===== config.mk =====
export PLATFORM = sky130hd
export DESIGN_NAME = lockout_ctrl
export DESIGN_NICKNAME = d
export VERILOG_FILES = /design/src/rtl/lock_pkg.sv /design/src/rtl/lock_timer.sv /design/src/rtl/lockout_ctrl.sv
export SDC_FILE = /design/constraint.sdc
export NUM_CORES = 1
export LEC_CHECK = 0
export CORE_MARGIN = 1
export CORE_UTILIZATION = 49
export CTS_BUF_LIST = sky130_fd_sc_hd__clkbuf_4 sky130_fd_sc_hd__clkbuf_8
export DETAILED_ROUTE_END_ITERATION = 12
export PLACE_DENSITY = 0.8
export SYNTH_ARGS = -nofsm -noshare
export SYNTH_HDL_FRONTEND = slang
export SYNTH_SLANG_ARGS = --single-unit

===== constraint.sdc =====
create_clock -name clk -period 5.4 [get_ports clk]
set_clock_uncertainty 0.15 [all_clocks]
set_input_delay 1.08 -clock clk [delete_from_list [all_inputs] [get_ports clk]]
set_output_delay 1.08 -clock clk [all_outputs]
set_load 0.02 [all_outputs]

===== src/rtl/lock_pkg.sv =====
// Shared types and constants for the keypad lockout controller.
//   lk_state_t : controller state encoding
//   KEY_HASH / KEY_STAR : operator key codes from the scanner
//   ENTRY_LEN  : keys per complete entry (4 digits + operator)
//   max2       : elaboration-time helper for sizing the shared timer
package lock_pkg;

  typedef enum logic [1:0] {
    ST_IDLE,
    ST_ENTRY,
    ST_ABORT,
    ST_LOCKOUT
  } lk_state_t;

  localparam logic [3:0] KEY_HASH  = 4'b1010;
  localparam logic [3:0] KEY_STAR  = 4'b1011;
  localparam int         ENTRY_LEN = 5;

  function automatic int max2(input int a, input int b);
    return (a > b) ? a : b;
  endfunction

endpackage


===== src/rtl/lock_timer.sv =====
// Loadable down-counter, shared by entry timeout and lockout duration.
//   clk, rst : clock, async active-high reset (count clears to 0)
//   load     : load 'value' this cycle (wins over en)
//   value    : value to load
//   en       : count down by one while nonzero
//   zero     : count is 0
module lock_timer #(
  parameter int W = 8
) (
  input  logic         clk,
  input  logic         rst,
  input  logic         load,
  input  logic [W-1:0] value,
  input  logic         en,
  output logic         zero
);

  logic [W-1:0] r_count;

  // Holds at 0 instead of wrapping, so a stale enable cannot underflow.
  always_ff @(posedge clk or posedge rst) begin
    if (rst)                         r_count <= '0;
    else if (load)                   r_count <= value;
    else if (en && (r_count != '0))  r_count <= r_count - 1'b1;
  end

  assign zero = (r_count == '0);

endmodule


===== src/rtl/lockout_ctrl.sv =====
// Attempt-limiting controller between keypad scanner and code decider.
// Forwards key code / key valid with one cycle of latency, counts
// consecutive wrong entries from the decider's wrap-around counter, blocks
// the keypad with a blinking alarm after MAX_WRONG failures, and aborts a
// stalled partial entry.
//   clk, reset_1      : clock, async active-high reset
//   key_code_in/valid : scanner key code and key-valid level
//   wrong_cnt         : decider wrong-attempt counter (mod 16)
//   open_in           : decider OPEN level
//   key_code_out      : registered key code
//   key_valid_out     : registered key valid, 0 while locked out
//   entry_abort       : one-cycle pulse clearing the partial entry
//   lockout, alarm    : lockout active / blinking alarm
//   attempts_left     : MAX_WRONG - consecutive wrong count, 0 when locked
module lockout_ctrl import lock_pkg::*; #(
  parameter int MAX_WRONG      = 3,
  parameter int LOCKOUT_CYCLES = 50_000_000,
  parameter int ENTRY_TIMEOUT  = 25_000_000,
  parameter int BLINK_HALF     = 12_500_000
) (
  input  logic       clk,
  input  logic       reset_1,
  input  logic [3:0] key_code_in,
  input  logic       key_valid_in,
  input  logic [3:0] wrong_cnt,
  input  logic       open_in,
  output logic [3:0] key_code_out,
  output logic       key_valid_out,
  output logic       entry_abort,
  output logic       lockout,
  output logic       alarm,
  output logic [3:0] attempts_left
);

  localparam int TW = $clog2(max2(LOCKOUT_CYCLES, ENTRY_TIMEOUT));
  localparam int BW = (BLINK_HALF > 1) ? $clog2(BLINK_HALF) : 1;

  lk_state_t      r_state, w_state_nxt;
  logic [3:0]     r_cw, w_cw_nxt, w_cw_evt;
  logic [2:0]     r_kc, w_kc_nxt;
  logic           r_kv_prev, r_open_prev, r_wrong_ev, r_open_ev;
  logic [3:0]     r_wc_prev;
  logic           w_key_ev, w_lock;
  logic           w_t_load, w_t_en, w_t_zero;
  logic [TW-1:0]  w_t_val;
  logic [3:0]     r_code;
  logic           r_kv_out, r_alarm;
  logic [BW-1:0]  r_blink;
  logic [3:0]     r_att;

  assign w_key_ev = key_valid_in & ~r_kv_prev;

  // Edge register stage. Wrong/open edges seen while locked out are
  // swallowed here so they cannot leak into IDLE after the lockout ends.
  always_ff @(posedge clk or posedge reset_1) begin
    if (reset_1) begin
      r_kv_prev   <= 1'b0;
      r_open_prev <= 1'b0;
      r_wc_prev   <= 4'd0;
      r_wrong_ev  <= 1'b0;
      r_open_ev   <= 1'b0;
    end else begin
      r_kv_prev   <= key_valid_in;
      r_open_prev <= open_in;
      r_wc_prev   <= wrong_cnt;
      r_wrong_ev  <= (wrong_cnt != r_wc_prev) && (r_state != ST_LOCKOUT);
      r_open_ev   <= open_in && !r_open_prev && (r_state != ST_LOCKOUT);
    end
  end

  // Consecutive-wrong update; open beats a coincident wrong event.
  always_comb begin
    w_cw_evt = r_cw;
    if (r_open_ev)       w_cw_evt = 4'd0;
    else if (r_wrong_ev) w_cw_evt = (r_cw == 4'd15) ? 4'd15 : r_cw + 4'd1;
  end

  assign w_lock = r_wrong_ev && !r_open_ev && (r_state != ST_LOCKOUT) &&
                  (w_cw_evt >= 4'(MAX_WRONG));

  always_comb begin
    w_state_nxt = r_state;
    w_cw_nxt    = r_cw;
    w_kc_nxt    = r_kc;
    w_t_load    = 1'b0;
    w_t_val     = '0;
    w_t_en      = 1'b0;
    if (r_state == ST_LOCKOUT) begin
      w_t_en = 1'b1;
      if (w_t_zero) begin
        w_cw_nxt    = 4'd0;
        w_state_nxt = ST_IDLE;
      end
    end else begin
      w_cw_nxt = w_cw_evt;
      if (w_lock) begin
        w_state_nxt = ST_LOCKOUT;
        w_kc_nxt    = 3'd0;
        w_t_load    = 1'b1;
        w_t_val     = TW'(LOCKOUT_CYCLES - 1);
      end else begin
        unique case (r_state)
          ST_IDLE: begin
            if (w_key_ev) begin
              w_kc_nxt    = 3'd1;
              w_state_nxt = ST_ENTRY;
              w_t_load    = 1'b1;
              w_t_val     = TW'(ENTRY_TIMEOUT - 1);
            end
          end
          ST_ENTRY: begin
            w_t_en = 1'b1;
            // A key landing on the expiry cycle keeps the entry alive.
            if (w_key_ev) begin
              w_t_load = 1'b1;
              w_t_val  = TW'(ENTRY_TIMEOUT - 1);
              if (r_kc + 3'd1 == 3'(ENTRY_LEN)) begin
                w_kc_nxt    = 3'd0;
                w_state_nxt = ST_IDLE;
              end else begin
                w_kc_nxt = r_kc + 3'd1;
              end
            end else if (w_t_zero) begin
              w_state_nxt = ST_ABORT;
            end
          end
          ST_ABORT: begin
            w_kc_nxt    = 3'd0;
            w_state_nxt = ST_IDLE;
          end
          default: w_state_nxt = ST_IDLE;
        endcase
      end
    end
  end

  always_ff @(posedge clk or posedge reset_1) begin
    if (reset_1) begin
      r_state <= ST_IDLE;
      r_cw    <= 4'd0;
      r_kc    <= 3'd0;
    end else begin
      r_state <= w_state_nxt;
      r_cw    <= w_cw_nxt;
      r_kc    <= w_kc_nxt;
    end
  end

  lock_timer #(.W(TW)) u_timer (
    .clk   (clk),
    .rst   (reset_1),
    .load  (w_t_load),
    .value (w_t_val),
    .en    (w_t_en),
    .zero  (w_t_zero)
  );

  // Output registers. A key arriving on the lockout-entry cycle is dropped.
  always_ff @(posedge clk or posedge reset_1) begin
    if (reset_1) begin
      r_code   <= 4'd0;
      r_kv_out <= 1'b0;
      r_att    <= 4'(MAX_WRONG);
    end else begin
      r_code   <= key_code_in;
      r_kv_out <= key_valid_in && (r_state != ST_LOCKOUT) && !w_lock;
      r_att    <= (r_state == ST_LOCKOUT) ? 4'd0 : 4'(MAX_WRONG) - r_cw;
    end
  end

  // Alarm starts high on lockout entry and flips every BLINK_HALF cycles.
  always_ff @(posedge clk or posedge reset_1) begin
    if (reset_1) begin
      r_alarm <= 1'b0;
      r_blink <= '0;
    end else if (w_lock) begin
      r_alarm <= 1'b1;
      r_blink <= '0;
    end else if ((r_state == ST_LOCKOUT) && !w_t_zero) begin
      if (r_blink == BW'(BLINK_HALF - 1)) begin
        r_blink <= '0;
        r_alarm <= ~r_alarm;
      end else begin
        r_blink <= r_blink + 1'b1;
      end
    end else begin
      r_alarm <= 1'b0;
      r_blink <= '0;
    end
  end

  assign key_code_out  = r_code;
  assign key_valid_out = r_kv_out;
  assign entry_abort   = (r_state == ST_ABORT);
  assign lockout       = (r_state == ST_LOCKOUT);
  assign alarm         = r_alarm;
  assign attempts_left = r_att;

endmodule


After elaboration in Yosys (flattened, before gate mapping) --
Cells that the tools add are included.
Word-level totals: output and inout bits 12, logic and storage cells 99, register bits after elaboration 77, input bits 12
Operators by class: mux-type cells 38, eq/ne operators 15, $add $sub $neg 5, order comparisons 1, reductions and logical operators 22, bitwise operators 4
Operators by type and width (number):
- 2-to-1 mux 26 bit | 4
- 2-to-1 mux 24 bit | 3
- 2-to-1 mux 25 bit | 2
- zero test 26 bit | 1
- nonzero test 26 bit | 1
- subtractor 26 x 1 -> 26 bit, second input constant | 1
- adder 24 x 1 -> 24 bit, second input constant | 1
- == test 24 bit, second input constant | 1
- 2-to-1 mux 4 bit | 6
- 2-to-1 mux 2 bit | 7
- 2-to-1 mux 3 bit | 4
- logical AND 1 bit | 10
- 2-to-1 mux 1 bit | 10
- case mux 3 bit (3 select lines) | 1
- != test 4 bit, second input constant | 2
- AND reduction 4 bit | 2
- != test 3 bit, second input constant | 2
- != test 5 bit, second input constant | 1
- adder 4 x 1 -> 4 bit, second input constant | 1
- == test 2 bit, second input constant | 2
- == test 4 bit, second input constant | 1
- >= comparator 4 x 2 -> 1 bit, second input constant | 1
- zero test 1 bit | 4
- != test 4 bit | 1
- 14 further kinds | 16

Depth between registers and ports, before layout --
depth in word-level cells 11, depth in mapped cells 10, depth with buffers taken out 8

Modules after synthesis --
From an unflattened synthesis, not the netlist that was laid out.
Second synthesis, totals: cell total of the unflattened synthesis 431, area total of the unflattened synthesis 4169.0 um^2
Modules (own cells, without submodules):
- lockout_ctrl | area each 2522.4 um^2, instances 1, seq. area each 1278.7 um^2, cells each 247
- lock_timer | area each 1646.6 um^2, instances 1, seq. area each 650.6 um^2, cells each 184

Worst setup path after synthesis --
OpenSTA, ideal clock, no wires.
path kind register to register, start register u_timer.r_count[6], end register r_state[0], setup slack 2.350 ns, library setup time 0.125 ns, clock period less this slack 3.050 ns, buffers on the path 1, cell stages (with the launch flop) 8, data required time 5.125 ns, arrival time 2.775 ns, cell sequence dfrtp_1 or4_4 or4_4 or2_1 buf_6 a22o_1 a222oi_1 mux2_2
On the way: word-level cells in the longest chain between the ends 3, elaborated cells between the ends (all ways) 4, classes of those cells eq/ne: 2; reduce/logical: 2
Ends and longest elaborated chain:
- from (decl) | line lock_timer.sv:18 | logic [W-1:0] r_count;
- from (signal assigned) | line lock_timer.sv:23 | else if (load) r_count <= value;
- from (signal assigned) | line lock_timer.sv:24 | else if (en && (r_count != '0)) r_count <= r_count - 1'b1;
- zero test 26 bit * | line lock_timer.sv:27 | assign zero = (r_count == '0);
- != test 4 bit (no source line) / != test 2 x 1 -> 1 bit (equally long branches)
- AND reduction 4 bit (no source line) *
- to (signal assigned) | line lockout_ctrl.sv:143 | r_state <= w_state_nxt;
- to (decl) | line lockout_ctrl.sv:38 | lk_state_t r_state, w_state_nxt;
Every way passes the cells marked *; elsewhere a longest branch is shown, timed or not. A chain may end at the register's enable or synchronous reset.

Final worst setup path --
start register r_state[1], end output lockout
On the way: word-level cells in the longest chain between the ends 1
Ends and longest elaborated chain:
- == test 2 bit | line lockout_ctrl.sv:195 | assign lockout = (r_state == ST_LOCKOUT);
- to (decl) | line lockout_ctrl.sv:30 | output logic lockout,
No other way between the ends.

==> impl_metrics.json <==
{
  "outcome": "finished, final reports clean",
  "yosysSeqAreaShare_pct": 48.7,
  "start_util_pct": 51.0,
  "nFillCells": 668,
  "tightest_slew_ps": 1090,
  "numPortBuffers": 23,
  "cts_resized": 0,
  "row_count": 32,
  "die_area_um2": 8450,
  "finalSetupTns_ps": 0,
  "dpl.hpwl_mm": 5.80,
  "postSynthCellCount": 411,
  "required_ps": 4170,
  "clk_pin_slew_ps": 80,
  "antenna_found_initial": 0,
  "cts_tree": "built",
  "final_layout_size_suffix_gt1_share_pct": 7.55,
  "hold_path_class": "register to register",
  "switchingPower_uw": 873,
  "n_antenna_cell": 0,
  "clk_latency_ps": 350,
  "ys_top_cells_by_count": "75 x dfrtp_1, 47 x nor2_1, 33 x nand2_1",
  "crit_path_start_kind": "register",
  "grt_use_total_pct": 22.1,
  "yosysMostFrequentCell": "dfrtp_1",
  "drc": 0,
  "synth_area_per_cell_um2": 9.64,
  "finalHoldViolations": 0,
  "synth-edff-count": 0,
  "leakage_nw": 1.70,
  "vias_per_cell": 6.04,
  "dieWidth_um": 91.9,
  "synth_top_cell_area_share_pct": 47.3,
  "die_h_um": 91.9,
  "grt_pass1_vias": 3196,
  "routed_wl_mm": 8.55,
  "finish.utilization_pct": 57.9,
  "seq_power_share_pct": 36.8,
  "path_class": "register to output port",
  "period_share_pct": 63.3,
  "postRouteAntennaNets": 0,
  "netSwitchingFraction_pct": 40.8,
  "drtIter0Drc": 332,
  "max_cap_violations": 0,
  "seq_area_um2": 1930,
  "post_cts_buffers": 0,
  "cp_max_fo": 22,
  "final_cells": 539,
  "synth_warnings": 0,
  "ys.flop_type": "dfrtp_1",
  "nNetsFinal": 454,
  "ir_worst_vdd_mv": 0.247,
  "r2r_cells": 7,
  "syn_nets": 433,
  "p_comb_share_pct": 40.5,
  "async_flop_share_pct": 100,
  "syn_area_um2": 3960,
  "area_growth_syn_to_layout_pct": 13.5,
  "clock-sinks": 77,
  "fmax_mhz": 292,
  "setup_viol": 0,
  "dr.pass1.iters": 6,
  "grt_overflow_total": 0,
  "vias": 3254,
  "final.min_clock_period_ps": 3420,
  "p_per_area_nw_per_um2": 476,
  "hold_buffers": 0,
  "grt_pass1_wl_mm": 14.8,
  "clockBufferDepth": 2,
  "dp_cells": 523,
  "wl_per_cell_um": 15.9,
  "multi_input_area_um2": 1910,
  "slew_violations": 0,
  "ys_ff_latch": 77,
  "place.gp.congestion": 0.889,
  "io_pins": 24,
  "cts_root_buf": "clkbuf_8",
  "core-area_um2": 7770,
  "synthTopCellsByArea": "dfrtp_1 47%, nor2_1 4.5%, xnor2_1 4.4%, xor2_1 3.8%, ha_1 3.2%",
  "internal-power_mw": 1.27,
  "numCtsBuffers": 9,
  "cts_htree_levels": 3,
  "grt_max_degree": 48,
  "rsz0062_at_grt": "false",
  "holdPathStages": 1,
  "netlist.top_cell.by_area": "dfrtp_1",
  "endpoint_kind": "output port",
  "clockPowerShare_pct": 22.7,
  "yosysUniqueCellTypes": 58,
  "maxSlewHeadroom_pct": 26.7,
  "cp.arrival_ps": 2190
}
==> critical path: stages, from the launching register on <==
cell and delay (ps):
dfrtp_1 410, ha_1 690, clkdlybuf4s50_1 740
==> routing by layer <==
metal	share of wire, %	GRT usage, %	wire, um	vias to the layer above
li1	-	-	-	1522
met1	43	29.3	3710	1575
met2	48	35.5	4130	138
met3	6.3	4.15	537	19
met4	2.0	9.24	170	0
met5	0	0	0	-
==> placed cells by master (no fill, tap or decap), types with 5 or more instances in the layout <==
cell type         n
a21oi_1          15
clkbuf_8          9
clkdlybuf4s50_1  23
dfrtp_1          75
ha_1             10
inv_1            15
nand2_1          33
nand3_1          13
nand4_1          11
nor2_1           47
nor3_1           10
nor4_1            9
o211ai_1          5
o21ai_0          20
or3_1            14
or4_1             5
xnor2_1          20
xor2_1           17
==> power by group through the flow <==
stage               clock network (mW)  registers (mW)  logic, mW
detailed placement                   0           0.797      0.845
floorplan                            0           0.796      0.601
CTS                              0.494           0.787      0.858
finish                           0.486           0.788      0.867
global placement                     0           0.791      0.817
global route                     0.513           0.805      0.963
==> area by class of cell <==
type,count,share of cell area [%]
clock buffers,9,2.75
clock inverters,7,2.22
inverters,16,1.33
multi-input cells,302,42.4
flip-flops and latches,77,42.9
well taps,102,2.84
repair buffers,26,5.62
==> state kept, by name, indices dropped and copies added, names as in the netlist <==
signal and cells:
r_kc 3, r_kv_prev 1, alarm 1, r_state 2, attempts_left 4, u_timer.r_count 26, r_blink 24, r_open_prev 1
key_valid_out 1, key_code_out 4, r_wrong_ev 1, r_wc_prev 4, r_open_ev 1, r_cw 4
==> cell families after synthesis <==
| family | Yosys count | share of synthesized area [%] |
|---|---|---|
| buffers and inverters | 32 | 3.25 |
| adder cells (fa/ha/maj) | 10 | 3.16 |
| flip-flops | 77 | 48.7 |
| AO/OA/AOI/OAI | 82 | 14.0 |
| AND/OR/NAND/NOR | 170 | 22.0 |
| XOR/XNOR | 37 | 8.18 |
| multiplexers | 3 | 0.821 |
==> stage by stage <==
step / area, um2 / hold WS (ps) / setup WS (ps) / power, mW
after floorplan: 3960 / 232 / 2210 / 1.40
after detailed placement: 4280 / 248 / 2230 / 1.64
final: 4500 / 253 / 1980 / 2.14
after global routing: 4500 / 270 / 1840 / 2.28
after CTS: 4500 / 258 / 1980 / 2.14
after global placement: 4280 / 238 / 2320 / 1.61
==> worst paths after layout <==
path	startpoint	to	slack, ps
setup / recovery	r_state[1]	lockout	1980
hold / removal	r_open_prev	r_open_ev	250
setup reg to reg	r_cw[0]	u_timer.r_count[20]	2120
hold reg to reg	r_open_prev	r_open_ev	250
max in group asynchronous	reset_1	u_timer.r_count[1]	3040
min in group asynchronous	reset_1	r_wc_prev[0]	1100
(Power assumes the default switching activity.)
